## src/rtl/bcd_counter_ndigit_if.sv

```systemverilog
`default_nettype none
// ============================================================================
// Module  : bcd_counter_ndigit_if
// Purpose : Control/data bundle for the N-digit BCD counter.
// Signals : en, up, load, d[4*DIGITS] -> counter ;
//           q[4*DIGITS], tc, load_err <- counter
// Revision: 1.0 - initial release
// ============================================================================
interface bcd_counter_ndigit_if #(
  parameter int DIGITS = 2
);
  logic                  en;
  logic                  up;
  logic                  load;
  logic [4*DIGITS-1:0]   d;
  logic [4*DIGITS-1:0]   q;
  logic                  tc;
  logic                  load_err;

  // Controller side: drives the controls, observes the count.
  modport master (
    output en, up, load, d,
    input  q, tc, load_err
  );

  // Counter side.
  modport slave (
    input  en, up, load, d,
    output q, tc, load_err
  );
endinterface
`default_nettype wire

```

## src/rtl/bcd_counter_ndigit.sv

```systemverilog
`default_nettype none
// ============================================================================
// Module  : bcd_counter_ndigit
// Purpose : Parametrised N-digit BCD up/down counter with synchronous parallel
//           load and a combinational cascade terminal-count output.
// Ports   : clk      - rising-edge clock
//           clear_n  - synchronous active-low clear
//           bus      - slave modport: en, up, load, d in; q, tc, load_err out
//                      (digit i at bits [4*i+3:4*i], digit 0 least significant)
// Revision: 1.0 - initial release
// ============================================================================
module bcd_counter_ndigit #(
  parameter int DIGITS = 2
) (
  input  wire logic              clk,
  input  wire logic              clear_n,
  bcd_counter_ndigit_if.slave    bus
);

  localparam int WIDTH = 4 * DIGITS;

  logic [WIDTH-1:0] count_reg;
  logic             err_reg;

  logic [WIDTH-1:0] count_next;
  logic [WIDTH-1:0] load_value;
  logic             load_bad;
  logic             chain_up;   // all digits seen so far are 9
  logic             chain_dn;   // all digits seen so far are 0
  logic [3:0]       cur_digit;
  logic [3:0]       in_digit;

  // Ripple the "all lower digits at limit" condition from digit 0 upward;
  // after the loop the chains double as the all-9s / all-0s detectors.
  always_comb begin
    chain_up   = 1'b1;
    chain_dn   = 1'b1;
    load_bad   = 1'b0;
    count_next = '0;
    load_value = '0;
    cur_digit  = '0;
    in_digit   = '0;
    for (int i = 0; i < DIGITS; i++) begin
      cur_digit = count_reg[4*i +: 4];
      if (bus.up) begin
        if (chain_up)
          count_next[4*i +: 4] = (cur_digit == 4'd9) ? 4'd0 : cur_digit + 4'd1;
        else
          count_next[4*i +: 4] = cur_digit;
      end else begin
        if (chain_dn)
          count_next[4*i +: 4] = (cur_digit == 4'd0) ? 4'd9 : cur_digit - 4'd1;
        else
          count_next[4*i +: 4] = cur_digit;
      end
      chain_up = chain_up & (cur_digit == 4'd9);
      chain_dn = chain_dn & (cur_digit == 4'd0);

      // Non-BCD load digits are squashed to 0 and flagged.
      in_digit = bus.d[4*i +: 4];
      if (in_digit > 4'd9) begin
        load_bad             = 1'b1;
        load_value[4*i +: 4] = 4'd0;
      end else begin
        load_value[4*i +: 4] = in_digit;
      end
    end
  end

  always_ff @(posedge clk) begin
    if (!clear_n) begin
      count_reg <= '0;
      err_reg   <= 1'b0;
    end else if (bus.load) begin
      count_reg <= load_value;
      err_reg   <= load_bad;
    end else begin
      err_reg <= 1'b0;
      if (bus.en)
        count_reg <= count_next;
    end
  end

  assign bus.q        = count_reg;
  assign bus.load_err = err_reg;
  // High in the cycle before the wrap edge so a downstream en can use it directly.
  assign bus.tc       = bus.en & ~bus.load & clear_n &
                        (bus.up ? chain_up : chain_dn);

endmodule
`default_nettype wire
```

## src/flat_wrapper.sv

```systemverilog
// flat-port wrapper written by rule: the top's interface ports become plain ports
module bcd_counter_ndigit_flat 
#(
  parameter int DIGITS = 2
)
  (clk, clear_n, bus_en, bus_up, bus_load, bus_d, bus_q, bus_tc, bus_load_err);
  bcd_counter_ndigit_if #(.DIGITS(DIGITS)) bus_i ();
  input  wire logic clk;
  input  wire logic clear_n;
  input wire logic [$bits(bus_i.en)-1:0] bus_en;
  input wire logic [$bits(bus_i.up)-1:0] bus_up;
  input wire logic [$bits(bus_i.load)-1:0] bus_load;
  input wire logic [$bits(bus_i.d)-1:0] bus_d;
  output wire logic [$bits(bus_i.q)-1:0] bus_q;
  output wire logic [$bits(bus_i.tc)-1:0] bus_tc;
  output wire logic [$bits(bus_i.load_err)-1:0] bus_load_err;
  assign bus_i.en = bus_en;
  assign bus_i.up = bus_up;
  assign bus_i.load = bus_load;
  assign bus_i.d = bus_d;
  assign bus_q = bus_i.q;
  assign bus_tc = bus_i.tc;
  assign bus_load_err = bus_i.load_err;
  bcd_counter_ndigit #(.DIGITS(DIGITS)) u_core (.clk(clk), .clear_n(clear_n), .bus(bus_i));
endmodule
```

## config.mk

```make
export PLATFORM = sky130hd
export DESIGN_NAME = bcd_counter_ndigit_flat
export DESIGN_NICKNAME = d
export VERILOG_FILES = /design/src/rtl/bcd_counter_ndigit_if.sv /design/src/rtl/bcd_counter_ndigit.sv /design/src/flat_wrapper.sv
export SDC_FILE = /design/constraint.sdc
export NUM_CORES = 1
export LEC_CHECK = 0
export BUFFER_PORTS_ARGS = -buffer_cell sky130_fd_sc_hd__buf_4
export CAP_MARGIN = 10
export CORE_UTILIZATION = 51
export CTS_CLUSTER_SIZE = 16
export DETAILED_ROUTE_END_ITERATION = 6
export PLACE_DENSITY = 0.87
export SYNTH_ARGS = -nofsm -noshare
export SYNTH_HDL_FRONTEND = slang
export SYNTH_SLANG_ARGS = --single-unit
```

## constraint.sdc

```tcl
create_clock -name clk -period 1.9 [get_ports clk]
set_clock_uncertainty 0.2 [all_clocks]
set_input_delay 0.38 -clock clk [delete_from_list [all_inputs] [get_ports clk]]
set_output_delay 0.38 -clock clk [all_outputs]
set_load 0.01 [all_outputs]
```

==> out/qor.yml, run 1 <==
logic_synthesis:
  ys_types: 42
  ys_seq_area_share_pct: 21.2
  yosys_warnings: 0
  async_flop_share_pct: 0
  synth_edf_count: 0
  synth_area_um2: 848
  syn-num-nets: 125
  syn_inst: 112
  ys_seq_elements: 9
  avgSynthCellArea_um2: 7.57
  synthFlopType: "dfxtp_1"
worst_setup_path:
  crit_required_ns: 1.32
  critPathKind: "flop to output port"
  crit_path_end_kind: "output port"
  r2r_cells: 4
  critPathArrivalTime_ns: 1.20
  worstPathMaxFanout: 8
  start_kind: "flop"
  cp_slowest_stage_delay_ns: 0.37
  crit_chain: "nor3b_4, nand3_1, a21oi_2, buf_4"
  slowest_stage: "dfxtp_2"
timing:
  relSlewSlack_pct: 76.3
  rsz0062_at_grt: "false"
  fmax_mhz: 562
  hold_viol_final: 0
  worst_slew_pin_slew_ns: 0.356
  setup_viol: 0
  drv_slew: 0
  period_share_pct: 93.7
  finalCriticalPeriod_ns: 1.78
  whs_ns: 0.201
  fin_setup_tns_ns: 0
power:
  swShare_pct: 33.3
  p_int_w: 0.000386
  power-per-cell-area_mw_per_mm2: 575
  p_switching_w: 0.000193
  power_leakage_nw: 0.421
  pwr-share-clk_pct: 25.3
  power_frac_seq_pct: 41.5
  power_frac_comb_pct: 33.2
  p_total_w: 0.000579
  ir_worst_vdd_mv: 0.387
global_routing:
  grt_pass1_vias: 807
  track_usage_pct: 23.5
  grt_max_degree: 22
  grt_pass1_wl_um: 3320
  grt.overflow.total: 0
  antenna_found_initial: 0
drt:
  vias: 869
  drc_errors: 0
  drt-initial-drc-count: 24
  antenna_left: 0
  via_per_inst: 5.99
  routed_wl_um: 1980
  wl_per_cell_um: 13.7
  dr.pass1.iters: 4
clock_tree:
  clk_latency_ns: 0.26
  cts_buffers: 3
  cts-htree-levels: 1
  cts_sinks: 9
  cts-root-buf: "clkbuf_4"
  ctsHoldBuffers: 0
  tritoncts: "done"
  post_cts_buffers: 0
  path_clk_slew_ns: 0.06
  cts_buffer_depth: 2
placed_design:
  place_area_um2: 965
  dp_hpwl_um: 1470
  port-buffer-count: 22
  placed_cells: 141
  gp_congestion: 0.847
floorplan:
  die_w_um: 42.8
  die_h_um: 42.8
  core_area_mm2: 0.00152
  io_pins: 23
  die_area_mm2: 0.00183
  start_util_pct: 55.7
  fp-row-count: 14
cells_and_area:
  diodes: 0
  area_growth_pct: 18.7
  stdcell_count: 145
  drive_gt1_share_pct: 34.1
  nNetsFinal: 143
  post-route-cell-area_mm2: 0.00101
  fillers: 131
run:
  max-cap-violations: 0
run_status:
  status: "complete, no violations"
min_path:
  min_delay_path_depth: 3
  worstHoldPathType: "primary input to flop"
Yosys cell counts (2+ instances only):
cell      count  area (µm²)
a21boi_0      4        30.0
nor2_1        7        26.3
a21oi_1       9        45.0
a31oi_1       4        25.0
buf_2         3        15.0
nand3_1       3        15.0
o31ai_1       2        15.0
inv_1         5        18.8
dfxtp_1       9         180
nor3_2        3        30.0
nand2_1       7        26.3
o21ai_0      10        50.1
nand2b_1      6        37.5
xor2_1        2        17.5
nor3_1        2        10.0
xnor2_1       4        35.0
buf_4         3        22.5
buf_6         4        45.0
nand3b_1      2        15.0
registers in the layout, summed over array words and instances (netlist names):
signal	count
u_core.bus.load_err	1
u_core.bus.q	8
layout by cell type (no fill, tap or decap), types with 2 or more instances in the layout:
| cell | synthesis | layout |
|---|---|---|
| buf_4 | 3 | 25 |
| o31ai_1 | 2 | 2 |
| a31oi_1 | 4 | 4 |
| nand2_1 | 7 | 7 |
| o21ai_0 | 10 | 10 |
| dfxtp_1 | 9 | 3 |
| xnor2_1 | 4 | 4 |
| nand2b_1 | 6 | 6 |
| xor2_1 | 2 | 2 |
| nor3_2 | 3 | 4 |
| dfxtp_2 | 0 | 6 |
| nor2_1 | 7 | 7 |
| a21oi_1 | 9 | 8 |
| a21boi_0 | 4 | 4 |
| nand3_1 | 3 | 3 |
| inv_1 | 5 | 5 |
| nand3b_1 | 2 | 2 |
| clkbuf_4 | 0 | 3 |
kinds of logic after synthesis:
family / count (synthesis) / share of synthesized area [%]
AO/OA/AOI/OAI: 42 / 32.4
AND/OR/NAND/NOR: 38 / 27.1
buffers and inverters: 17 / 13.0
flip-flops: 9 / 21.2
XOR/XNOR: 6 / 6.19
per-layer routing:
layer	up-vias	GRT usage, %	part of all wire [%]
met5	-	0	0
met4	0	8.75	1.1
met3	4	2.55	5.2
met2	31	41.2	49
met1	401	29.1	45
li1	433	-	-
power groups by stage:
stage               Sequential (W)  Combinational (W)  Clock, W
global placement          0.000238           0.000181         0
CTS                       0.000236           0.000189  0.000150
global route              0.000243           0.000211  0.000163
floorplan                 0.000224           0.000150         0
detailed placement        0.000240           0.000188         0
finish                    0.000240           0.000192  0.000146
layout make-up:
class | count | area, µm² | share of cell area, %
clock buffers | 4 | 26.3 | 2.61
inverters | 5 | 18.8 | 1.86
multi-input cells | 86 | 567 | 56.3
flip-flops and latches | 9 | 188 | 18.6
well taps | 16 | 20.0 | 1.99
repair buffers | 25 | 188 | 18.6
path summary, 6_finish.rpt:
check                                    start  slack, ns                           end
setup reg to reg  u_core.bus.q[0]$_SDFFE_PN0P_       0.43  u_core.bus.q[1]$_SDFFE_PN0P_
hold / removal                        bus_d[2]       0.20  u_core.bus.q[2]$_SDFFE_PN0P_
hold reg to reg   u_core.bus.q[7]$_SDFFE_PN0P_       0.46  u_core.bus.q[6]$_SDFFE_PN0P_
setup / recovery  u_core.bus.q[2]$_SDFFE_PN0P_       0.12                        bus_tc
critical path, delay by kind of cell, from the launching register on:
kind / cells / cell delay [ns]
flip-flops: 1 / 0.37
AND/OR/NAND/NOR: 2 / 0.34
buffers and inverters: 1 / 0.12
AO/OA/AOI/OAI: 1 / 0.11
stage by stage:
step | setup slack (ns) | util [%]
final | 0.120 | 66.1
after global routing | 0.0193 | 66.1
after CTS | 0.0266 | 65.0
after detailed placement | 0.207 | 63.3
after global placement | 0.236 | 63.3
after floorplan | 0.307 | -
timing repair:
action	CTS	global route
endpoints found under the setup margin	0	1
hold endpoints to repair	0	0
resized for setup	0	8
No activity file was read; power rests on OpenSTA's default activity.
==> inputs of run 2 (changes only) <==
- ABC_AREA: unset -> 1
- CORE_UTILIZATION: 51 -> 49
- PLACE_DENSITY: 0.87 -> 0.86
- SKIP_CTS_REPAIR_TIMING: unset -> 1
==> out/qor.yml, run 2 <==
clock_tree:
  cts_sinks: 9
  cts_buffers: 3
  path_clk_slew_ns: 0.06
  clk_latency_ns: 0.27
  tritoncts: "done"
  cts-htree-levels: 1
  cts-root-buf: "clkbuf_4"
  cts_buffer_depth: 2
timing:
  relSlewSlack_pct: 79.0
  fin_ws_ns: -0.0175
  worst_slew_pin_slew_ns: 0.312
  finalCriticalPeriod_ns: 1.92
  whs_ns: 0.199
  rsz0062_at_grt: "true"
  setup_viol: 1
  fmax_mhz: 522
  hold_viol_final: 0
  period_share_pct: 101
  drv_slew: 0
global_routing:
  grt.met1_usage_pct: 36.4
  track_usage_pct: 27.0
  grt_pass1_vias: 743
  antenna_found_initial: 0
  met2_usage_pct: 43.8
  grt.overflow.total: 0
  grt_use_met3_pct: 1.63
  grt_pass1_wl_um: 3040
  grt_max_degree: 14
  grt_busiest_layer: "met2"
run:
  max-cap-violations: 0
drt:
  via_per_inst: 5.54
  dr.pass1.iters: 5
  drt-initial-drc-count: 25
  routed_wl_um: 2150
  vias: 991
  wl_per_cell_um: 12.0
  drc_errors: 0
  antenna_left: 0
cells_and_area:
  diodes: 0
  fillers: 105
  area_growth_pct: 40.4
  largest_reg_flops: 8
  post-route-cell-area_mm2: 0.00106
  layout_commonest_cell: "nand2_1"
  mostFrequentLayoutCells: "31 x nand2_1, 30 x buf_4, 17 x nand3_1, 14 x nor2_1, 11 x inv_1"
  drive_gt1_share_pct: 36.0
  nNetsFinal: 178
logic_synthesis:
  ys_seq_elements: 9
  synth_area_um2: 756
  synth_top_area_share_pct: 23.8
  ys_seq_area_share_pct: 23.8
  yosys_warnings: 0
  synth_compound_area_share_pct: 18.0
  synth.top_cells.by_count: "31 x nand2_1, 18 x nand3_1, 16 x nor2_1, 12 x inv_1"
  synth_most_common_cell: "nand2_1"
  synthFlopType: "dfxtp_1"
  ys_types: 19
  syn_inst: 131
  async_flop_share_pct: 0
  synthXorXnorAreaFrac_pct: 2.32
  synth_top_family_by_area: "simple AND/OR/NAND/NOR gates"
  synthSimpleGateAreaFrac_pct: 47.2
  synth_fa_ha_area_share_pct: 0
  yosys-top-cells-area: "dfxtp_1 24%, nand2_1 15%, nand3_1 12%"
  syn-num-nets: 144
  avgSynthCellArea_um2: 5.77
  synth_edf_count: 0
  synth_area_leader_cell: "dfxtp_1"
  muxShareOfSynthArea_pct: 0
worst_setup_path:
  worstPathMaxFanout: 6
  start_kind: "flop"
  critPathArrivalTime_ns: 1.34
  crit_required_ns: 1.32
  crit_chain: "nor2_2, a21oi_1, a211o_1, nor2_1, buf_4"
  critPathKind: "flop to output port"
  slowest_stage: "dfxtp_2"
  crit_path_end_kind: "output port"
  cp_slowest_stage_delay_ns: 0.35
run_status:
  violations: "negative setup slack"
  status: "complete, but fails checks"
power:
  power_leakage_nw: 0.518
  swShare_pct: 37.8
  p_switching_w: 0.000247
  p_int_w: 0.000405
  pwr-share-clk_pct: 23.6
  power_frac_comb_pct: 39.6
  p_total_w: 0.000652
  ir_worst_vdd_mv: 0.473
  power_frac_seq_pct: 36.8
  power-per-cell-area_mw_per_mm2: 615
floorplan:
  die_area_mm2: 0.00170
  core_area_mm2: 0.00137
  start_util_pct: 55.3
  die_h_um: 41.3
  fp-row-count: 13
  die_w_um: 41.3
  io_pins: 23
placed_design:
  gp_congestion: 0.775
  place_area_um2: 965
  dp_hpwl_um: 1550
  port-buffer-count: 22
min_path:
  worstHoldPathType: "primary input to flop"
run 2: cell count changes after synthesis, moves of 6 or more:
cell	previous run	this run
nand2_1	7	31
nand3_1	3	18
nor2_1	7	16
inv_1	5	12
nand2b_1	6	0
nor2_2	0	6
run 2: cell type report:
class	count	area, µm²	share of cell area (%)
well taps	15	18.8	1.77
multi-input cells	105	541	50.9
inverters	16	60.1	5.66
repair buffers	30	225	21.2
flip-flops and latches	9	190	17.9
clock buffers	4	26.3	2.48
run 2: cells by family (layout without fill, tap and decap cells):
kind of cell	Yosys count	after routing
XOR/XNOR	2	2
AO/OA/AOI/OAI	25	25
flip-flops	9	9
AND/OR/NAND/NOR	78	78
buffers and inverters	17	50
run 2: worst max-delay path, delay by kind of cell, from the launching register on:
family | cells | cell delay [ns]
buffers and inverters | 1 | 0.12
AND/OR/NAND/NOR | 2 | 0.25
AO/OA/AOI/OAI | 2 | 0.34
flip-flops | 1 | 0.35
run 2: power by group through the flow:
stage | clock network (W) | logic [W] | registers (W)
CTS | 0.000156 | 0.000228 | 0.000233
global placement | 0 | 0.000224 | 0.000236
floorplan | 0 | 0.000133 | 0.000242
global route | 0.000161 | 0.000284 | 0.000243
finish | 0.000154 | 0.000258 | 0.000240
detailed placement | 0 | 0.000227 | 0.000237
run 2: metrics by stage:
stage / worst slack [ns] / cells / setup TNS, ns / utilization, %
2_1_floorplan: 0.281 / 131 / 0 / -
3_3_place_gp: 0.189 / 171 / 0 / 70.6
3_5_place_dp: 0.175 / 171 / 0 / 70.6
4_1_cts: -0.0994 / 175 / -0.0994 / 72.5
5_1_grt: -0.0903 / 179 / -0.0903 / 77.7
6_report: -0.0175 / 179 / -0.0175 / 77.7
run 2: metal layers:
| metal | vias to the layer above | wire length (µm) |
|---|---|---|
| li1 | 501 | - |
| met2 | 47 | 1010 |
| met4 | 0 | 35 |
| met3 | 5 | 144 |
| met5 | - | 0 |
| met1 | 438 | 964 |
run 2: worst paths after layout:
path	from	endpoint	depth (start not counted)	slack (ns)
setup / recovery	u_core.bus.q[2]$_SDFFE_PN0P_	bus_tc	5	-0.02
hold / removal	clear_n	u_core.bus.q[4]$_SDFFE_PN0P_	3	0.20
setup reg to reg	u_core.bus.q[5]$_SDFFE_PN0P_	u_core.bus.q[7]$_SDFFE_PN0P_	9	0.41
hold reg to reg	u_core.bus.q[5]$_SDFFE_PN0P_	u_core.bus.q[5]$_SDFFE_PN0P_	2	0.38
